`config.mk`:
```
export PLATFORM = sky130hd
export DESIGN_NAME = guess_compare_display
export DESIGN_NICKNAME = d
export VERILOG_FILES = /design/src/rtl/guess_compare_display.sv
export SDC_FILE = /design/constraint.sdc
export NUM_CORES = 1
export LEC_CHECK = 0
export ABC_CLOCK_PERIOD_IN_PS = 3000
export BUFFER_PORTS_ARGS = -buffer_cell sky130_fd_sc_hd__buf_4
export CAP_MARGIN = 20
export CORE_AREA = 4 4 41 43
export CTS_CLUSTER_SIZE = 25
export DETAILED_ROUTE_END_ITERATION = 10
export DIE_AREA = 0 0 45 47
export PLACE_DENSITY = 0.71
export SYNTH_ARGS = -nofsm -noshare
export SYNTH_HDL_FRONTEND = slang
export SYNTH_SLANG_ARGS = --single-unit
```
`constraint.sdc`:
```
create_clock -name clk -period 3 [get_ports clk]
set_clock_uncertainty 0.1 [all_clocks]
set_input_delay 0.15 -clock clk [delete_from_list [all_inputs] [get_ports clk]]
set_output_delay 0.15 -clock clk [all_outputs]
set_load 0.03 [all_outputs]
```
`src/rtl/guess_compare_display.sv`:
```
// Result-display stage of the guessing game: on each rising guess strobe, compare the
// guess with the target and latch U / d / C / E onto one 7-segment digit ({g,f,e,d,c,b,a}).
module guess_compare_display #(
  parameter int MAX_VALUE  = 99,
  parameter bit ACTIVE_LOW = 1'b0
) (
  input  logic       clk,
  input  logic       reset,
  input  logic       guess_trigger,
  input  logic [6:0] user_number,
  input  logic [6:0] actual_number,
  output logic [6:0] seg_display
);

  localparam logic [6:0] SEG_BLANK   = 7'b0000000;
  localparam logic [6:0] SEG_UP      = 7'b0111110;
  localparam logic [6:0] SEG_DOWN    = 7'b1011110;
  localparam logic [6:0] SEG_CORRECT = 7'b0111001;
  localparam logic [6:0] SEG_ERROR   = 7'b1111001;

  // One extra bit so MAX_VALUE up to 255 compares without truncation.
  localparam logic [7:0] MAXV = 8'(MAX_VALUE);

  localparam logic [6:0] POL_MASK = ACTIVE_LOW ? 7'h7F : 7'h00;

  logic       trig_prev_q;
  logic [6:0] seg_q, seg_d;
  logic       guess_evt;
  logic       out_of_range;
  logic [6:0] result_pat;

  assign guess_evt    = guess_trigger & ~trig_prev_q;
  assign out_of_range = ({1'b0, user_number} > MAXV) || ({1'b0, actual_number} > MAXV);

  always_comb begin
    result_pat = SEG_DOWN;
    if (out_of_range)                      result_pat = SEG_ERROR;
    else if (user_number == actual_number) result_pat = SEG_CORRECT;
    else if (user_number <  actual_number) result_pat = SEG_UP;
  end

  // Polarity is folded in right at the register input, so held values and the
  // reset value are already in pin polarity.
  always_comb begin
    seg_d = seg_q;
    if (guess_evt) seg_d = result_pat ^ POL_MASK;
  end

  always_ff @(posedge clk) begin
    if (reset) begin
      trig_prev_q <= 1'b0;
      seg_q       <= SEG_BLANK ^ POL_MASK;
    end else begin
      trig_prev_q <= guess_trigger;
      seg_q       <= seg_d;
    end
  end

  assign seg_display = seg_q;

endmodule

```
==> results of run 1 <==
stage by stage:
| stage | setup WS, ps | area, sq um | total power, mW | hold slack (ps) |
|---|---|---|---|---|
| floorplan | 1709 | 440.4 | 0.1369 | 121.6 |
| global placement | 1563 | 616.8 | 0.1721 | 239.4 |
| detailed placement | 1526 | 616.8 | 0.1729 | 240.4 |
| CTS | 1790 | 649.4 | 0.2513 | 46.13 |
| global route | 1715 | 649.4 | 0.2649 | 63.87 |
| finish | 1790 | 649.4 | 0.2461 | 48.65 |
final timing paths:
kind                                startpoint             end  cells past startpoint
worst max-delay path            user_number[6]  seg_display[5]                      6
worst min-delay path             guess_trigger     trig_prev_q                      2
worst max register to register     trig_prev_q  seg_display[2]                      4
worst min register to register  seg_display[4]  seg_display[4]                      2
registers in the layout (all words and copies together), names as in the netlist:
register / cells
seg_display: 5
trig_prev_q: 1
cell type report:
class,instances,share of cell area (%)
Timing Repair Buffer,24,28.13
Tap cell,15,2.890
Inverter,8,4.624
Multi-Input combinational cell,33,42.39
Clock buffer,3,3.468
Sequential cell,6,18.50
routing by layer:
| metal | up-vias | routed length (um) | GRT usage [%] | part of all wire [%] |
|---|---|---|---|---|
| li1 | 223 | - | - | - |
| met1 | 174 | 393 | 11.62 | 41 |
| met2 | 19 | 444 | 15.82 | 46 |
| met3 | 2 | 99 | 5.364 | 10 |
| met4 | 0 | 23 | 7.018 | 2.4 |
| met5 | - | 0 | 0 | 0 |
power breakdown:
group	switching [mW]	internal [mW]
clock	0.0290	0.0452
combinational	0.0426	0.0398
sequential	0.00317	0.0862
logic make-up after synthesis:
kind of cell	synth area share (%)
AO/OA/AOI/OAI	26.99
flip-flops	27.27
AND/OR/NAND/NOR	15.63
adder cells (fa/ha/maj)	19.89
buffers and inverters	10.23
placed cells by master (no fill, tap or decap), drive strengths merged:
cell type and instances:
buf 23, inv 8, ha 7, a21oi 6, dfxtp 6, o21ai 4, nor2 3, clkbuf 3
nor2b 2, o311ai 2, and4 1, nand4 1, and2b 1, and3 1, nand3b 1, a21boi 1
nand2 1, nand3 1, o221a 1, dlygate4sd3 1
worst register-to-register path: stages, from the launching register on:
cell and delay [ps]:
dfxtp_1 290, and2b_1 230, and3_1 230, a21oi_1 150, nor2_1 70
==> flow_metrics.tcl, run 1 <==
set metrics [dict create \
    dp.cells 85 \
    grt.total_usage_pct 10.51 \
    die_y_um 47 \
    yosys_warnings 0 \
    io_buffers 23 \
    cts_tree "done" \
    fmax_ghz 0.8267 \
    avgRoutedWirePerCell_um 10.80 \
    rsz0062_at_grt "false" \
    cts_hold_buf 1 \
    cts_max_level 1 \
    hpwl_um 843.6 \
    hold_viol 0 \
    multi_input_area_sq_um 275.3 \
    finalSetupViolCount 0 \
    period_share_pct 40.32 \
    std_cell_rows 13 \
    netlist_top_cells_count "8 x inv_1, 7 x ha_1, 6 x a21oi_1, 6 x dfxtp_1" \
    diodes 0 \
    nets 100 \
    syn_avg_cell_area_sq_um 8.988 \
    numCtsBuffers 3 \
    fillers 138 \
    final_cells 89 \
    crit_chain "buf_4 -> ha_1 -> and4_1 -> nand4_1 -> o21ai_2 -> o221a_1" \
    critPathLaunchType "primary input" \
    async_reset_ff_share_pct 0 \
    syn_to_final_growth_pct 47.44 \
    antenna_found_initial 0 \
    cap_viol_max_count 0 \
    ys_seq_area_share_pct 27.27 \
    cts_buffer_depth 2 \
    p_per_area_mw_per_mm2 378.9 \
    grt_overflow 0 \
    cp_num_buf_inv 1 \
    synth_top_area_share_pct 27.27 \
    leakagePower_nw 0.3328 \
    grt_pass1_vias 398 \
    synth.most_common_cell "inv_1" \
    worstPathRequired_ps 3040 \
    critPathCaptureType "register" \
    maxSlewHeadroom_pct 83.43 \
    netlist_area_sq_um 440.4 \
    outcome "finished, final reports clean" \
    grt_pass1_wl_um 1531 \
    firstDrtPassIters 4 \
    critPathMaxFanout 3 \
    synth-edff-count 0 \
    cpPeakStageDelay_ps 310 \
    syn-instance-count 49 \
    drive_above_1_share_pct 40.54 \
    cp_top_family "simple AND/OR/NAND/NOR gates" \
    ctsRootBufferMaster "clkbuf_4" \
    yosysUniqueCellTypes 20 \
    crit_type "in2reg" \
    final.min_clock_period_ps 1210 \
    die_w_um 45 \
    grt_start_max_net_pins 8 \
    clock_sinks 6 \
    gp_congestion 0.6785 \
    cts_setup_buffers 0 \
    cts_resized 0 \
    hp-class "in2reg" \
    regArea_sq_um 120.1 \
    r2r_slack_ps 1830 \
    arrival_ps 1250 \
    vias 418 \
    clock_latency_ps 250 \
    slew_violations 0 \
    setup_tns_ps 0 \
    drc_errors 0 \
    drtIter0Drc 5 \
    fin_util_pct 49.90 \
    peakVddDrop_mv 0.1903 \
    cp_slowest_cell "ha_1" \
    synth-seq-cells 6 \
    ios 24 \
    clk_pin_slew_ps 50 \
    final_antenna_net_count 0 \
    tightestPinTransition_ps 248.1 \
    ys_dominant_reg_cell "dfxtp_1" \
    dieArea_sq_mm 0.002115 \
    synth_top_area_cell "dfxtp_1" \
    syn_nets 73 \
    vias_per_cell 4.697 \
    drt-total-wl_um 961 \
    coreArea_sq_mm 0.001301 \
    initial_core_util_pct 33.85 \
    synth.top_cells.by_area "dfxtp_1 27%, ha_1 20%, a21oi_1 6.8%, inv_1 6.8%, o311ai_4 6.0%" \
]
Power figures use the tool's default switching activity.
==> inputs of run 2 (changes only) <==
==> config.mk (replaced) <==
export PLATFORM = sky130hd
export DESIGN_NAME = guess_compare_display
export DESIGN_NICKNAME = d
export VERILOG_FILES = /design/src/rtl/guess_compare_display.sv
export SDC_FILE = /design/constraint.sdc
export NUM_CORES = 1
export LEC_CHECK = 0
export ABC_AREA = 1
export ABC_CLOCK_PERIOD_IN_PS = 1100
export BUFFER_PORTS_ARGS = -buffer_cell sky130_fd_sc_hd__buf_4
export CAP_MARGIN = 20
export CORE_MARGIN = 4
export CORE_UTILIZATION = 39
export CTS_CLUSTER_SIZE = 25
export DETAILED_ROUTE_END_ITERATION = 10
export PLACE_DENSITY = 0.8
export SYNTH_ARGS = -nofsm -noshare
export SYNTH_HDL_FRONTEND = slang
export SYNTH_SLANG_ARGS = --single-unit
==> constraint.sdc (replaced) <==
create_clock -name clk -period 1.1 [get_ports clk]
set_clock_uncertainty 0.1 [all_clocks]
set_input_delay 0.055 -clock clk [delete_from_list [all_inputs] [get_ports clk]]
set_output_delay 0.055 -clock clk [all_outputs]
set_load 0.03 [all_outputs]
==> run 2 against run 1 <==
  * Hold slack better by 63 ps
  * Utilization is 14 points higher
  * Highest routed layer unchanged
  * Largest power group is now combinational cells
  * Via count increased by 25%
  * Synthesized cell count rose by 51%
  * Non-clock buffer count rose by 3
  * Combinational power grew to 3.3 times the previous value
  * Sequential share of layout area decreased by 2.4 points
  * Flip-flop and latch count stayed put
  * Cell count grew 30%
  * Sequential power rose to 2.8 times the previous value
  * Wire length grew 14%
  * Count of clock-buffer cells in the layout unchanged
==> flow_metrics.tcl, run 2 <==
set metrics [dict create \
    outcome "finished, final reports clean" \
    synthMuxAreaShare_pct 0 \
    clkPwrFrac_pct 28.9 \
    synth-seq-cells 6 \
    maxSlewHeadroom_pct 85.59 \
    grt_start_max_net_pins 6 \
    die_w_um 44.36 \
    netlist_top_cells_count "14 x inv_1, 13 x nand2_1, 7 x ha_1" \
    cap_viol_max_count 0 \
    final_antenna_net_count 0 \
    synth_top_family_by_area "simple AND/OR/NAND/NOR gates" \
    slew_violations 0 \
    critPathLaunchType "register" \
    peakVddDrop_mv 0.6910 \
    ys_seq_area_share_pct 23.30 \
    syn_avg_cell_area_sq_um 6.966 \
    p_per_area_mw_per_mm2 977.1 \
    final_cells 116 \
    cts_setup_buffers 0 \
    ios 24 \
    synthAdderAreaFrac_pct 16.99 \
    syn_nets 98 \
    netlist_area_sq_um 515.5 \
    antenna_found_initial 0 \
    drive_above_1_share_pct 45.10 \
    p_switching_uw 245.8 \
    arrival_ps 1040 \
    worstPathRequired_ps 1140 \
    largest_reg_flops 5 \
    hold_path_depth 6 \
    diodes 0 \
    clock_sinks 6 \
    async_reset_ff_share_pct 0 \
    gp_congestion 0.7631 \
    critPathMaxFanout 5 \
    initial_core_util_pct 44.02 \
    clk_pin_slew_ps 50 \
    period_share_pct 90.57 \
    crit_type "reg2reg" \
    die_y_um 44.36 \
    avgRoutedWirePerCell_um 9.422 \
    ctsRootBufferMaster "clkbuf_4" \
    final.min_clock_period_ps 996.3 \
    ys_dominant_reg_cell "dfxtp_1" \
    cts_max_level 1 \
    leakagePower_nw 0.4357 \
    final_cell_mix "25 x buf_4, 14 x inv_1, 13 x nand2_1" \
    grt_pass1_vias 517 \
    clock_latency_ps 250 \
    dp.cells 111 \
    yosysUniqueCellTypes 15 \
    std_cell_rows 12 \
    synth_xor_area_share_pct 0 \
    pwr-share-seq_pct 33.6 \
    syn-instance-count 74 \
    synth.top_cells.by_area "dfxtp_1 23%, ha_1 17%, inv_1 10%, nand2_1 9.5%, nand2_2 7.3%" \
    dieArea_sq_mm 0.001967 \
    final_common_cell "buf_4" \
    drt-total-wl_um 1093 \
    hp-class "in2reg" \
    p_int_uw 485.3 \
    synth-edff-count 0 \
    vias_per_cell 4.509 \
    numCtsBuffers 3 \
    grt_overflow 0 \
    vias 523 \
    grt_pass1_wl_um 2056 \
    fillers 116 \
    whs_ps 111.7 \
    tightestPinTransition_ps 213.8 \
    io_buffers 23 \
    setup_tns_ps 0 \
    comb_power_share_pct 37.5 \
    cts_tree "done" \
    fmax_ghz 1.004 \
    grt.total_usage_pct 14.63 \
    drc_errors 0 \
    firstDrtPassIters 4 \
    yosys_warnings 0 \
    synth_top_area_share_pct 23.30 \
    synth_top_area_cell "dfxtp_1" \
    nets 128 \
    cts_buffer_depth 2 \
    drtIter0Drc 3 \
    synth-simple-area-share_pct 34.71 \
    critPathCaptureType "register" \
    hold_viol 0 \
    syn_to_final_growth_pct 45.15 \
    cts_resized 0 \
    switching_share_pct 33.62 \
    ff2ff_path_depth 4 \
    coreArea_sq_mm 0.001171 \
    finalSetupViolCount 0 \
    synth_compound_area_share_pct 8.252 \
    hpwl_um 896.5 \
    rsz0062_at_grt "false" \
    synth.most_common_cell "inv_1" \
]
==> run 2: repair_timing <==
item | in CTS | in global routing
hold buffers | 2 | 0
endpoints found under the setup margin | 0 | 0
hold endpoints to repair | 5 | 0
==> run 2: logic make-up (layout without fill, tap and decap cells) <==
group | count (synthesis) | after routing
compound gates | 7 | 7
fa+ha+maj | 7 | 7
buf+inv | 21 | 49
flops | 6 | 6
simple gates | 33 | 33
==> run 2: worst paths after layout <==
kind	slack, ps	endpoint	from
setup / recovery	100	seg_display[6]	trig_prev_q
hold / removal	110	seg_display[2]	guess_trigger
setup reg to reg	100	seg_display[6]	trig_prev_q
hold reg to reg	380	seg_display[2]	seg_display[2]
==> run 2: power by group through the flow <==
stage               sequential, mW  clock (mW)  combinational (mW)
finish                       0.246       0.212               0.274
global route                 0.249       0.236               0.304
CTS                          0.245       0.222               0.277
detailed placement           0.249           0               0.270
global placement             0.249           0               0.262
floorplan                    0.278           0               0.141
==> run 2: worst max-delay path: stages (launching register included) <==
cell and delay (ps):
dfxtp_1 340, nor2_4 50, buf_4 140, o21ai_0 200
a21oi_2 50
==> run 2: layout make-up <==
cell class | instances | area [sq um] | share of cell area, %
multi-input cells | 47 | 309.0 | 41.30
repair buffers | 27 | 207.7 | 27.76
flip-flops and latches | 6 | 120.1 | 16.05
inverters | 19 | 71.32 | 9.532
clock buffers | 3 | 22.52 | 3.010
well taps | 14 | 17.52 | 2.341
==> run 2: layer usage <==
| layer | share of wire [%] | track usage [%] |
|---|---|---|
| met1 | 39 | 15.78 |
| met5 | 0 | 0 |
| met3 | 9.6 | 6.504 |
| met4 | 1.4 | 9.036 |
| met2 | 49 | 23.26 |
==> run 2: stage by stage <==
step	setup WS, ps	instance area (sq um)	total power [mW]	util [%]
after floorplan	64.26	515.5	0.4191	-
after global placement	-63.57	705.7	0.5110	60.26
after detailed placement	-119.1	705.7	0.5194	60.26
after CTS	102.4	748.2	0.7436	63.89
after global routing	34.03	748.2	0.7895	63.89
final	103.7	748.2	0.7311	63.89
==> inputs of run 3 (changes only) <==
--- a/config.mk
+++ b/config.mk
@@ -7,13 +7,13 @@
 export LEC_CHECK = 0
 export ABC_AREA = 1
 export ABC_CLOCK_PERIOD_IN_PS = 1100
-export BUFFER_PORTS_ARGS = -buffer_cell sky130_fd_sc_hd__buf_4
 export CAP_MARGIN = 20
-export CORE_MARGIN = 4
-export CORE_UTILIZATION = 39
+export CORE_AREA = 4 4 41 43
 export CTS_CLUSTER_SIZE = 25
 export DETAILED_ROUTE_END_ITERATION = 10
-export PLACE_DENSITY = 0.8
+export DIE_AREA = 0 0 45 47
+export DONT_BUFFER_PORTS = 1
+export PLACE_DENSITY = 0.64
 export SYNTH_ARGS = -nofsm -noshare
 export SYNTH_HDL_FRONTEND = slang
 export SYNTH_SLANG_ARGS = --single-unit
==> run 3 against run 2 <==
  * Highest routed layer is now met3
  * Utilization decreased by 19 points
  * Cell count decreased by 17%
  * Maximum frequency shrank 3.7%
  * Setup slack lost 39 ps
  * The run now ends with negative hold slack left
  * Total power decreased by 11%
  * Via count down 18%
  * Critical path type unchanged
  * Wire length shrank 20%
  * Count of clock-buffer cells in the layout did not move
  * Register-to-register slack worse by 40 ps
  * Largest power group is now sequential cells
==> flow_metrics.tcl, run 3 (synthesized netlist as in run 2, its figures left out) <==
set metrics [dict create \
    outcome "finished, violations left" \
    failed_checks "negative hold slack" \
    crit_type "reg2reg" \
    hold_viol 2 \
    cts_resized 0 \
    cp_slowest_cell "dfxtp_1" \
    setup_slack_ps 65.01 \
    avgRoutedWirePerCell_um 9.135 \
    cp_num_buf_inv 2 \
    hp-class "in2reg" \
    fmax_ghz 0.9662 \
    vias 431 \
    firstDrtPassIters 2 \
    grt.total_usage_pct 10.04 \
    diodes 0 \
    antenna_found_initial 0 \
    whs_ps -157.0 \
    worstPathRequired_ps 1140 \
    die_y_um 47 \
    largest_reg_flops 5 \
    hpwl_um 773.1 \
    clock_latency_ps 240 \
    final_cells 96 \
    drive_above_1_share_pct 32.10 \
    final_cell_mix "14 x inv_1, 13 x nand2_1, 7 x ha_1" \
    io_buffers 0 \
    coreArea_sq_mm 0.001301 \
    arrival_ps 1070 \
    ctsRootBufferMaster "clkbuf_4" \
    critPathMaxFanout 6 \
    cts_tree "done" \
    final_antenna_net_count 0 \
    die_w_um 45 \
    drt-total-wl_um 877 \
    crit_chain "nor2_4 -> inv_2 -> nor2_4 -> nand3_2 -> nand2_1 -> inv_1" \
    tightestPinTransition_ps 193.5 \
    cts_hold_buf 1 \
    fin_util_pct 45.29 \
    gp_congestion 0.7440 \
    cp_top_family "simple AND/OR/NAND/NOR gates" \
    grt_pass1_vias 410 \
    fillers 144 \
    nets 107 \
    grt_start_max_net_pins 7 \
    critPathLaunchType "register" \
    leakagePower_nw 0.3341 \
    std_cell_rows 13 \
    peakVddDrop_mv 0.6735 \
    syn_to_final_growth_pct 14.32 \
    cts_buffer_depth 2 \
    dp.cells 92 \
    setup_tns_ps 0 \
    finalSetupViolCount 0 \
    final_common_cell "inv_1" \
    postPlaceCellArea_sq_um 556.8 \
    cts_max_level 1 \
    detailedPlace.worstSlack_ps 0.6314 \
    dieArea_sq_mm 0.002115 \
    fin_area_sq_um 589.3 \
    cts_setup_buffers 0 \
    critPathCaptureType "register" \
    clk_pin_slew_ps 40 \
    clock_sinks 6 \
    drc_errors 0 \
    drtIter0Drc 6 \
    rsz0062_at_grt "false" \
    slew_violations 0 \
    total_power_uw 648.7 \
    grt_overflow 0 \
    maxSlewHeadroom_pct 86.97 \
    initial_core_util_pct 39.62 \
    numCtsBuffers 3 \
    vias_per_cell 4.490 \
    cpPeakStageDelay_ps 310 \
    cpMostUsedCell "nor2_4" \
    grt_pass1_wl_um 1552 \
    final.min_clock_period_ps 1035 \
    ios 24 \
    cap_viol_max_count 0 \
    p_per_area_mw_per_mm2 1101 \
    period_share_pct 94.09 \
]
## run 3: per-layer routing
metal,vias to the layer above,track usage (%),wire length (um)
li1,237,-,-
met4,0,1.754,0
met5,-,0,0
met2,15,16.67,425
met3,0,6.897,84
met1,179,10.71,368
## run 3: worst register-to-register path, stage by stage, from the launching register on
cell	delay [ps]
dfxtp_1	310
nor2_4	150
inv_2	70
nor2_4	140
nand3_2	70
nand2_1	60
inv_1	30
## run 3: worst paths after layout
path / from / to / slack (ps) / depth (start not counted)
setup / recovery: trig_prev_q / seg_display[5] / 70 / 6
setup reg to reg: trig_prev_q / seg_display[5] / 70 / 6
hold reg to reg: seg_display[4] / seg_display[4] / 360 / 2
hold / removal: guess_trigger / trig_prev_q / -160 / 2
## run 3: report_power, final
group	internal, mW	switching (mW)	total, mW
sequential	0.235	0.00794	0.243
clock	0.123	0.0740	0.197
combinational	0.0774	0.131	0.208
total	0.436	0.213	0.649
## run 3: area by class of cell
type	count	area [sq um]	share of cell area [%]
flip-flops and latches	6	120.1	20.38
multi-input cells	47	309.0	52.44
repair buffers	6	47.55	8.068
clock buffers	3	22.52	3.822
inverters	19	71.32	12.10
well taps	15	18.77	3.185
